--- src/rtl/alu_pkg.sv ---
// alu_pkg: op codes, sequencer states and per-op helpers for the ALU host sequencer
package alu_pkg;
    localparam logic [1:0] OP_ADD = 2'b00;
    localparam logic [1:0] OP_SUB = 2'b01;
    localparam logic [1:0] OP_MUL = 2'b10;
    localparam logic [1:0] OP_DIV = 2'b11;

    typedef enum logic [2:0] {
        IDLE  = 3'd0,
        START = 3'd1,
        LOAD  = 3'd2,
        WAIT  = 3'd3,
        RESP  = 3'd4
    } state_t;

    function automatic logic [1:0] byte_count(input logic [1:0] op);
        return (op == OP_DIV) ? 2'd3 : 2'd2;
    endfunction

    // mul/div return two result bytes; add/sub return one
    function automatic logic wide_result(input logic [1:0] op);
        return (op == OP_MUL) || (op == OP_DIV);
    endfunction
endpackage

--- src/rtl/alu_timeout_timer.sv ---
// alu_timeout_timer: WAIT-phase watchdog, flags expiry at TIMEOUT_CYCLES-1
module alu_timeout_timer #(
    parameter int TIMEOUT_CYCLES = 64,
    parameter int TMR_W = 10
) (
    input  logic clk,
    input  logic reset,
    input  logic clear,
    input  logic enable,
    output logic expired
);
    logic [TMR_W-1:0] cnt;

    always_ff @(posedge clk) begin
        if (reset || clear)
            cnt <= '0;
        else if (enable)
            cnt <= cnt + 1'b1;
    end

    assign expired = cnt == TMR_W'(TIMEOUT_CYCLES - 1);
endmodule

--- src/rtl/alu_host_sequencer.sv ---
// alu_host_sequencer: valid/ready front end that loads the sequential ALU byte by byte
// and returns its reassembled result, with timeout and protocol-error recovery
module alu_host_sequencer
    import alu_pkg::*;
#(
    parameter int TIMEOUT_CYCLES = 64,
    parameter int TMR_W = 10
) (
    input  logic        clk,
    input  logic        reset,
    input  logic        req_valid,
    output logic        req_ready,
    input  logic [1:0]  req_op,
    input  logic [7:0]  req_x,
    input  logic [7:0]  req_y,
    input  logic [7:0]  req_z,
    output logic        rsp_valid,
    input  logic        rsp_ready,
    output logic [15:0] rsp_result,
    output logic        rsp_timeout,
    output logic        rsp_proto_err,
    output logic        alu_begin,
    output logic [1:0]  alu_op_code,
    output logic [7:0]  alu_inbus,
    input  logic [7:0]  alu_outbus,
    input  logic        alu_end,
    output logic        alu_reset_out
);
    state_t      state;
    logic [1:0]  op, k, n;
    logic [7:0]  x, y, z, hist;
    logic [15:0] res;
    logic        tmo, perr, expired;

    alu_timeout_timer #(.TIMEOUT_CYCLES(TIMEOUT_CYCLES), .TMR_W(TMR_W)) u_timer (
        .clk(clk),
        .reset(reset),
        .clear(state != WAIT),
        .enable(state == WAIT),
        .expired(expired)
    );

    always_ff @(posedge clk) begin
        if (reset) begin
            state <= IDLE;
            op <= '0;
            k <= '0;
            n <= '0;
            x <= '0;
            y <= '0;
            z <= '0;
            hist <= '0;
            res <= '0;
            tmo <= 1'b0;
            perr <= 1'b0;
            alu_reset_out <= 1'b0;
        end else begin
            hist <= alu_outbus;
            alu_reset_out <= 1'b0;
            case (state)
                IDLE: if (req_valid) begin
                    op <= req_op;
                    x <= req_x;
                    y <= req_y;
                    z <= req_z;
                    n <= byte_count(req_op);
                    res <= '0;
                    tmo <= 1'b0;
                    perr <= 1'b0;
                    state <= START;
                end
                START, LOAD: if (alu_end) begin
                    perr <= 1'b1;
                    alu_reset_out <= 1'b1;
                    state <= RESP;
                end else if (state == START) begin
                    k <= '0;
                    state <= LOAD;
                end else if (k == n - 2'd1) begin
                    state <= WAIT;
                end else begin
                    k <= k + 2'd1;
                end
                // alu_end takes priority over a coincident expiry
                WAIT: if (alu_end) begin
                    res <= wide_result(op) ? {hist, alu_outbus} : {8'h00, alu_outbus};
                    state <= RESP;
                end else if (expired) begin
                    tmo <= 1'b1;
                    alu_reset_out <= 1'b1;
                    state <= RESP;
                end
                RESP: if (rsp_ready) state <= IDLE;
                default: state <= IDLE;
            endcase
        end
    end

    assign req_ready     = state == IDLE;
    assign rsp_valid     = state == RESP;
    assign rsp_result    = rsp_valid ? res : 16'h0000;
    assign rsp_timeout   = rsp_valid & tmo;
    assign rsp_proto_err = rsp_valid & perr;
    assign alu_begin     = state == START;
    assign alu_op_code   = (state == IDLE) ? 2'b00 : op;
    assign alu_inbus     = (state != LOAD) ? 8'h00 : (k == 2'd0) ? x : (k == 2'd1) ? y : z;
endmodule

--- config.mk ---
export PLATFORM = sky130hd
export DESIGN_NAME = alu_host_sequencer
export DESIGN_NICKNAME = d
export VERILOG_FILES = /design/src/rtl/alu_pkg.sv /design/src/rtl/alu_timeout_timer.sv /design/src/rtl/alu_host_sequencer.sv
export SDC_FILE = /design/constraint.sdc
export NUM_CORES = 1
export LEC_CHECK = 0
export BUFFER_PORTS_ARGS = -buffer_cell sky130_fd_sc_hd__clkbuf_2
export CORE_UTILIZATION = 55
export CTS_BUF_LIST = sky130_fd_sc_hd__clkbuf_8
export DETAILED_ROUTE_END_ITERATION = 7
export PLACE_DENSITY = 0.87
export SLEW_MARGIN = 20
export SYNTH_ARGS = -nofsm -noshare
export SYNTH_HDL_FRONTEND = slang
export SYNTH_HIERARCHICAL = 1
export SYNTH_SLANG_ARGS = --single-unit
--- constraint.sdc ---
create_clock -name clk -period 2.23 [get_ports clk]
set_input_delay 0.1115 -clock clk [delete_from_list [all_inputs] [get_ports clk]]
set_output_delay 0.1115 -clock clk [all_outputs]
set_load 0.05 [all_outputs]
==> tab_implementation.tex, run 1 <==
\begin{tabular}{lr}
\hline
Metric & Value \\
\hline
\multicolumn{2}{l}{\textbf{Routing}} \\
\quad First-pass detailed-route iteration total & 5 \\
\quad Number of DRC markers after the initial detailed-route iteration & 230 \\
\quad Wire length per cell after detailed routing & 14.8 um \\
\quad Antenna Nets Post-Route & 0 \\
\quad Aggregate routed wire length & 8010 um \\
\quad DRC & 0 \\
\quad Via count normalized by instance count & 5.65 \\
\quad Detailed-route via count & 3061 \\
\multicolumn{2}{l}{\textbf{Power and ir drop}} \\
\quad Fraction of power spent switching nets & 27.1\% \\
\quad Sw Pwr & 703 uW \\
\quad Sequential share of power & 51.4\% \\
\quad Internal power summed over all cells & 1890 uW \\
\quad Relative contribution of combinational cells to total power & 12.9\% \\
\quad Clk network pwr share & 35.7\% \\
\quad Largest vdd supply drop & 0.460 mV \\
\quad Leakage component of the power & 0.00164 uW \\
\quad Cell area power density & 657 nW/um2 \\
\multicolumn{2}{l}{\textbf{Synthesis}} \\
\quad Post-synthesis cell count & 376 \\
\quad EDFF count, synth & 0 \\
\quad Warnings, synthesis & 6 \\
\quad Mux contribution to synthesized area & 3.63\% \\
\quad Main combinational cell family by area after synthesis & simple AND/OR/NAND/NOR gates \\
\quad Portion of synthesized cell area occupied by the leading cell type & 45.6\% \\
\quad Post-synth top cells & sky130\_fd\_sc\_hd\_\_dfxtp\_1 (70), sky130\_fd\_sc\_hd\_\_nand2\_1 (61), sky130\_fd\_sc\_hd\_\_nor2\_1 (47) \\
\quad Netlist cell types & 42 \\
\quad Fraction of synthesized cell area in xor and xnor cells & 1.43\% \\
\quad Register area share after synthesis & 45.6\% \\
\quad Syn Area/Cell & 8.17 um2 \\
\quad Post-Syn Nets & 418 \\
\quad Netlist Area Pre-Place & 3070 um2 \\
\quad Area contributors post-synth & sky130\_fd\_sc\_hd\_\_dfxtp\_1 (46\%), sky130\_fd\_sc\_hd\_\_nand2\_1 (7.5\%), sky130\_fd\_sc\_hd\_\_a21oi\_1 (7.2\%), sky130\_fd\_sc\_hd\_\_nor2\_1 (5.7\%), sky130\_fd\_sc\_hd\_\_a22oi\_1 (4.4\%) \\
\quad Async set or reset register ratio after synthesis & 0\% \\
\quad Post-synth top flop & sky130\_fd\_sc\_hd\_\_dfxtp\_1 \\
\quad Synthesized-area fraction occupied by ao, oa, aoi and oai cells & 15.0\% \\
\quad Area fraction in and, or, nand and nor cells after synthesis & 26.8\% \\
\quad Cell type contributing the most total cell area after synthesis & sky130\_fd\_sc\_hd\_\_dfxtp\_1 \\
\quad Most repeated cell in the gate-level netlist after synthesis & sky130\_fd\_sc\_hd\_\_dfxtp\_1 \\
\quad Adder-cell area share of the yosys netlist & 1.22\% \\
\quad Total of flip-flops plus latches after synthesis & 70 \\
\multicolumn{2}{l}{\textbf{Run status}} \\
\quad Violations in the final reports & hold timing \\
\quad Outcome & complete, but fails checks \\
\multicolumn{2}{l}{\textbf{Global routing}} \\
\quad Number of global-route vias before repair & 2892 \\
\quad GRT Residual Overflow & 0 \\
\quad Total routing resource utilization after global routing & 28.0\% \\
\quad Global-route wire length before repair & 12900 um \\
\quad Number of antenna violations at the first check in global routing & 0 \\
\quad Pin count of the biggest net entering global routing & 30 \\
\multicolumn{2}{l}{\textbf{STA}} \\
\quad Achievable clock frequency & 481 MHz \\
\quad Worst clock skew & 0.00648 ns \\
\quad Unrepaired setup endpoints after global routing & no \\
\quad Max-slew headroom at the worst pin & 57.9\% \\
\quad Final critical-path setup slack & 0.150 ns \\
\quad Final TNS setup & 0 ns \\
\quad Least-Margin Pin Slew & 0.630 ns \\
\quad Endpoints failing setup & 0 \\
\quad Worst hold slack after final layout & -0.00436 ns \\
\quad Number of hold-slack violations in the final timing report & 1 \\
\quad Period Utilization, post-route & 93.3\% \\
\quad Min Clock Period, post-route & 2.08 ns \\
\quad Max-slew violation count & 0 \\
\multicolumn{2}{l}{\textbf{Clock tree}} \\
\quad Insertion delay to the later sink of the worst-skew pair & 0.35 ns \\
\quad Total number of clock tree sinks & 70 \\
\quad Clock-pin slew reported for the worst setup and hold paths after clock tree synthesis & 0.07 ns \\
\quad TritonCTS Buffers & 9 \\
\quad Cell chosen for the clock root & sky130\_fd\_sc\_hd\_\_clkbuf\_8 \\
\quad Number of levels the H-tree was split into & 3 \\
\quad Maximum buffer depth of the clock tree & 2 \\
\quad Clock tree from TritonCTS & done \\
\quad Number of buffers added for setup after CTS & 0 \\
\multicolumn{2}{l}{\textbf{Worst setup path}} \\
\quad Ordered cell list for the critical path & ha\_4, mux2i\_1, nor2\_1, a21oi\_1, nor2\_1, clkbuf\_2 \\
\quad Worst path slowest cell & sky130\_fd\_sc\_hd\_\_dfxtp\_1 \\
\quad Crit path max fanout & 8 \\
\quad Data required time of the critical path & 2.12 ns \\
\quad Crit path kind & flip-flop to output port \\
\quad Nature of the critical path endpoint & output port \\
\quad Most frequent CP cell & sky130\_fd\_sc\_hd\_\_nor2\_1 \\
\quad CP arrival & 1.97 ns \\
\quad Stage delay of the slowest cell on the critical path & 0.46 ns \\
\quad Startpoint type of the worst setup path & flip-flop \\
\quad Worst Reg-to-Reg Cells & 7 \\
\multicolumn{2}{l}{\textbf{Die}} \\
\quad Placeable Area & 5240 um2 \\
\quad Vertical die dimension & 76.7 um \\
\quad Floorplan die area & 5890 um2 \\
\quad Row Count & 26 \\
\quad Num ports & 71 \\
\quad Die boundary width & 76.7 um \\
\quad Effective utilization at floorplan & 58.6\% \\
\multicolumn{2}{l}{\textbf{Cells and area}} \\
\quad Fraction of layout cells with a size suffix above 1 & 23.3\% \\
\quad Fill cell total of the finished layout & 349 \\
\quad FF/Latch Area & 1400 um2 \\
\quad Layout net count & 510 \\
\quad Final Non-Filler Cells & 542 \\
\quad Number of diodes & 0 \\
\quad Area of the multi-input gates & 1510 um2 \\
\quad Non-Filler Cell Area, Final & 3940 um2 \\
\quad Layout overhead on the synthesized area & 28.2\% \\
\multicolumn{2}{l}{\textbf{Worst hold path}} \\
\quad Classification of the worst-slack hold path & input port to flip-flop \\
\quad Cell count of the worst hold path & 2 \\
\multicolumn{2}{l}{\textbf{Place}} \\
\quad Worst slack after detailed placement & 0.201 ns \\
\quad HPWL reported at the end of detailed placement & 4650 um \\
\quad Placed Instance Area & 3450 um2 \\
\quad GPL Wtd Cong & 0.823 \\
\quad IO buf count & 70 \\
\quad \# placed instances & 498 \\
\multicolumn{2}{l}{\textbf{Job}} \\
\quad Number of max-capacitance violations reported & 0 \\
\hline
\end{tabular}
path summary, 6_finish.rpt:
kind	start	end	slack, ns
worst max-delay path	k[0]$_SDFFE_PP0P_	alu_inbus[3]	0.15
worst min-delay path	alu_outbus[7]	hist[7]$_SDFF_PP0_	-0.004
worst max register to register	u_timer/cnt[1]$_SDFFE_PP0P_	alu_reset_out$_SDFF_PP0_	0.23
worst min register to register	y[2]$_SDFFE_PP0P_	y[2]$_SDFFE_PP0P_	0.46
cells by family (layout without fill, tap and decap cells):
logic type / count (synthesis) / after routing
fa+ha+maj: 3 / 3
xor+xnor: 5 / 5
buf+inv: 38 / 134
mux: 11 / 11
compound gates: 79 / 79
simple gates: 170 / 170
flops: 70 / 70
per-stage QoR:
step | util [%] | power, uW
after detailed placement | 65.9 | 1630
final | 75.2 | 2590
after CTS | 74.8 | 2570
after global routing | 75.2 | 2690
after global placement | 65.9 | 1620
after floorplan | - | 1550
timing repair:
| action | in CTS | in global routing |
|---|---|---|
| endpoints found under the hold margin | 29 | 0 |
| endpoints found under the setup margin | 0 | 9 |
| hold buffers | 29 | 0 |
| resized for setup | 0 | 4 |
routing by layer:
layer / vias to the layer above / share of wire, % / track usage, %
met2: 154 / 48 / 45.7
met1: 1398 / 40 / 32.1
li1: 1471 / - / -
met4: 0 / 4.1 / 15.4
met3: 38 / 7.7 / 9.17
met5: - / 0 / 0
cells in the final DEF, fill, tap and decap left out, types with 4 or more instances in the layout:
| master | n |
|---|---|
| sky130_fd_sc_hd__a21oi_1 | 44 |
| sky130_fd_sc_hd__nand4_1 | 4 |
| sky130_fd_sc_hd__nand2_1 | 61 |
| sky130_fd_sc_hd__inv_1 | 8 |
| sky130_fd_sc_hd__nor2_1 | 47 |
| sky130_fd_sc_hd__o21ai_0 | 9 |
| sky130_fd_sc_hd__mux2i_1 | 10 |
| sky130_fd_sc_hd__buf_4 | 11 |
| sky130_fd_sc_hd__and3_1 | 18 |
| sky130_fd_sc_hd__nor2b_1 | 11 |
| sky130_fd_sc_hd__clkbuf_8 | 11 |
| sky130_fd_sc_hd__a22oi_1 | 18 |
| sky130_fd_sc_hd__dlygate4sd3_1 | 29 |
| sky130_fd_sc_hd__clkbuf_2 | 70 |
| sky130_fd_sc_hd__nand3_1 | 5 |
| sky130_fd_sc_hd__dfxtp_1 | 70 |
power groups by stage:
| stage | Sequential [uW] | Clock (uW) | Combinational (uW) |
|---|---|---|---|
| after floorplan | 1350 | 0 | 202 |
| after global placement | 1350 | 0 | 272 |
| after detailed placement | 1350 | 0 | 280 |
| after CTS | 1330 | 923 | 321 |
| after global routing | 1330 | 988 | 365 |
| final | 1330 | 923 | 335 |
cell type report:
cell class / count / area share [%]
clock inverters: 4 / 0.572
well taps: 70 / 2.22
clock buffers: 11 / 3.84
multi-input cells: 268 / 38.4
repair buffers: 110 / 18.4
flip-flops and latches: 70 / 35.6
inverters: 9 / 0.985
worst max-delay path, delay by kind of cell (launching register included):
family	cells	cell delay [ns]
muxes	1	0.28
and+or+nand+nor	2	0.16
buffers and inverters	1	0.25
adders and majority gates	1	0.29
DFF	1	0.46
AOI/OAI and AO/OA	1	0.19
registers in the layout (all words and copies together) (netlist names):
register,cells
alu_reset_out,1
hist,8
k,2
n,2
op,2
perr,1
res,16
state,3
tmo,1
u_timer/cnt,10
x,8
y,8
z,8
(Power assumes the default switching activity.)
==> run 2: changes to the inputs <==
==> constraint.sdc (replaced) <==
create_clock -name clk -period 2.23 [get_ports clk]
set_input_delay 0.5575 -clock clk [delete_from_list [all_inputs] [get_ports clk]]
set_output_delay 0.5575 -clock clk [all_outputs]
set_load 0.05 [all_outputs]
==> run 2 against run 1 <==
Compared with the run above:
- the run now ends clean
- die area is the same
- register-to-register slack lost 0.07 ns
- cell count shrank 5.4%
- routed wire length shrank 7.0%
- core utilization shrank 1.3 points
- largest cell class unchanged
- highest routed layer unchanged
==> tab_implementation.tex, run 2 (synthesis gave the netlist of run 1 again) <==
\begin{tabular}{lr}
\hline
Metric & Value \\
\hline
\multicolumn{2}{l}{\textbf{Clock tree}} \\
\quad Cell chosen for the clock root & sky130\_fd\_sc\_hd\_\_clkbuf\_8 \\
\quad Number of buffers added for setup after CTS & 0 \\
\quad Hold bufs inserted after CTS & 0 \\
\quad Total number of clock tree sinks & 70 \\
\quad Clock tree from TritonCTS & done \\
\quad TritonCTS Buffers & 9 \\
\quad Clock-pin slew reported for the worst setup and hold paths after clock tree synthesis & 0.08 ns \\
\quad Insertion delay to the later sink of the worst-skew pair & 0.34 ns \\
\quad Number of levels the H-tree was split into & 3 \\
\quad Maximum buffer depth of the clock tree & 2 \\
\multicolumn{2}{l}{\textbf{Worst setup path}} \\
\quad Nature of the critical path endpoint & output port \\
\quad Number of buffer and inverter stages on the critical path & 2 \\
\quad CP arrival & 1.65 ns \\
\quad Worst path slowest cell & sky130\_fd\_sc\_hd\_\_dfxtp\_2 \\
\quad Crit. path cell count & 7 \\
\quad Crit path kind & flip-flop to output port \\
\quad Stage delay of the slowest cell on the critical path & 0.34 ns \\
\quad Crit path max fanout & 8 \\
\quad Data required time of the critical path & 1.67 ns \\
\quad Worst Reg-to-Reg Cells & 7 \\
\quad Startpoint type of the worst setup path & flip-flop \\
\quad Ordered cell list for the critical path & inv\_4, ha\_4, mux2i\_2, nor2\_1, a21oi\_2, nor2\_2, buf\_8 \\
\quad Family of cells with the greatest summed delay on the critical path & flip-flops \\
\multicolumn{2}{l}{\textbf{STA}} \\
\quad Period Utilization, post-route & 99.2\% \\
\quad Number of hold-slack violations in the final timing report & 0 \\
\quad Least-Margin Pin Slew & 0.625 ns \\
\quad Max-slew violation count & 0 \\
\quad Achievable clock frequency & 452 MHz \\
\quad Worst clock skew & 0.00779 ns \\
\quad Min Clock Period, post-route & 2.21 ns \\
\quad Unrepaired setup endpoints after global routing & yes \\
\quad Endpoints failing setup & 0 \\
\quad Final TNS setup & 0 ns \\
\quad Max-slew headroom at the worst pin & 58.3\% \\
\multicolumn{2}{l}{\textbf{Cells and area}} \\
\quad Number of diodes & 0 \\
\quad Fraction of layout cells with a size suffix above 1 & 30.5\% \\
\quad Register containing the most flip-flops in the final layout & res \\
\quad Most common cell after layout, fill and taps aside & sky130\_fd\_sc\_hd\_\_dfxtp\_1 \\
\quad Largest registers & res (16), u\_timer/cnt (10) \\
\quad Layout net count & 480 \\
\quad Commonest cells after routing, fill and taps aside & sky130\_fd\_sc\_hd\_\_dfxtp\_1 (67), sky130\_fd\_sc\_hd\_\_nand2\_1 (61), sky130\_fd\_sc\_hd\_\_clkbuf\_2 (58) \\
\quad Largest register FFs & 16 \\
\quad Fill cell total of the finished layout & 373 \\
\quad Layout overhead on the synthesized area & 26.0\% \\
\quad Non-Filler Cell Area, Final & 3870 um2 \\
\multicolumn{2}{l}{\textbf{Routing}} \\
\quad Detailed-route via count & 2827 \\
\quad Via count normalized by instance count & 5.51 \\
\quad Number of DRC markers after the initial detailed-route iteration & 174 \\
\quad Antenna Nets Post-Route & 0 \\
\quad First-pass detailed-route iteration total & 4 \\
\quad Wire length per cell after detailed routing & 14.5 um \\
\quad Aggregate routed wire length & 7450 um \\
\quad DRC & 0 \\
\multicolumn{2}{l}{\textbf{Power and ir drop}} \\
\quad Cell area power density & 665 nW/um2 \\
\quad Internal power summed over all cells & 1850 uW \\
\quad Sequential share of power & 51.5\% \\
\quad Clk network pwr share & 36.5\% \\
\quad Fraction of power spent switching nets & 28.3\% \\
\quad Sw Pwr & 729 uW \\
\quad Largest vdd supply drop & 0.429 mV \\
\quad Relative contribution of combinational cells to total power & 12.0\% \\
\quad Leakage component of the power & 0.00157 uW \\
\multicolumn{2}{l}{\textbf{Die}} \\
\quad Num ports & 71 \\
\quad Die boundary width & 76.7 um \\
\quad Row Count & 26 \\
\quad Floorplan die area & 5890 um2 \\
\quad Vertical die dimension & 76.7 um \\
\quad Effective utilization at floorplan & 58.6\% \\
\quad Placeable Area & 5240 um2 \\
\multicolumn{2}{l}{\textbf{Place}} \\
\quad Placed Instance Area & 3520 um2 \\
\quad GPL Wtd Cong & 0.778 \\
\quad HPWL reported at the end of detailed placement & 4600 um \\
\quad IO buf count & 70 \\
\multicolumn{2}{l}{\textbf{Run status}} \\
\quad Outcome & complete, no violations \\
\multicolumn{2}{l}{\textbf{Global routing}} \\
\quad Total routing resource utilization after global routing & 25.6\% \\
\quad Pin count of the biggest net entering global routing & 35 \\
\quad Global-route wire length before repair & 12000 um \\
\quad Number of global-route vias before repair & 2608 \\
\quad GRT Residual Overflow & 0 \\
\quad Number of antenna violations at the first check in global routing & 0 \\
\multicolumn{2}{l}{\textbf{Worst hold path}} \\
\quad Cell count of the worst hold path & 3 \\
\quad Classification of the worst-slack hold path & input port to flip-flop \\
\multicolumn{2}{l}{\textbf{Job}} \\
\quad Number of max-capacitance violations reported & 0 \\
\hline
\end{tabular}
-- run 2: changes by cell type in the layout (fill, tap and decap cells not counted), sizes merged --
| cell | delta |
|---|---|
| clkinvlp | +1 |
| dlygate4sd3 | -29 |
| buf | +10 |
| clkbuf | -12 |
| inv | +1 |
-- run 2: cell type report --
cell class                 count  area [um2]  share of cell area (%)
clock buffer                  10         138                    3.56
clock inverter                 6        46.3                    1.20
inverter                       9        41.3                    1.07
multi-input combinational    268        1620                    41.8
sequential                    70        1410                    36.4
tap                           70        87.6                    2.26
timing repair buffer          80         534                    13.8
-- run 2: final timing paths --
path                                from                       end  slack [ns]
max                    k[1]$_SDFFE_PP0P_              alu_inbus[5]        0.02
min                             req_y[1]         y[1]$_SDFFE_PP0P_        0.42
max reg2reg  u_timer/cnt[0]$_SDFFE_PP0P_  alu_reset_out$_SDFF_PP0_        0.16
min reg2reg            z[4]$_SDFFE_PP0P_         z[4]$_SDFFE_PP0P_        0.46
-- run 2: worst min-delay path, cell delays in order --
cell                       delay (ns)
sky130_fd_sc_hd__clkbuf_2        0.08
sky130_fd_sc_hd__nand2_1         0.04
sky130_fd_sc_hd__a21oi_1         0.05
-- run 2: power groups by stage --
stage                     logic (uW)  registers [uW]  clock network, uW
final                            310            1330                940
after global routing             341            1330                995
after CTS                        300            1320                944
after detailed placement         290            1350                  0
after global placement           281            1350                  0
after floorplan                  208            1350                  0
-- run 2: stage by stage --
step | setup slack (ns) | instances | total power (uW) | hold WS (ns) | util, %
floorplan | 0.0320 | 376 | 1560 | 0.432 | -
global placement | -0.00121 | 497 | 1630 | 0.442 | 67.2
detailed placement | -0.0343 | 497 | 1640 | 0.448 | 67.2
CTS | -0.0254 | 513 | 2570 | 0.417 | 72.7
global route | -0.0249 | 513 | 2670 | 0.427 | 73.9
finish | 0.0178 | 513 | 2580 | 0.422 | 73.9
-- run 2: per-layer routing --
layer	wire length (um)	share of wire [%]	vias to the layer above	GRT usage, %
li1	-	-	1403	-
met1	3250	44	1313	32.9
met2	3700	50	97	41.5
met3	361	4.8	14	3.69
met4	135	1.8	0	13.8
met5	0	0	-	0
-- run 2: what timing repair did --
item                                    4_1_cts  5_1_grt
gates resized for setup                      25       25
pin swaps                                     0        1
endpoints found under the setup margin       27       11
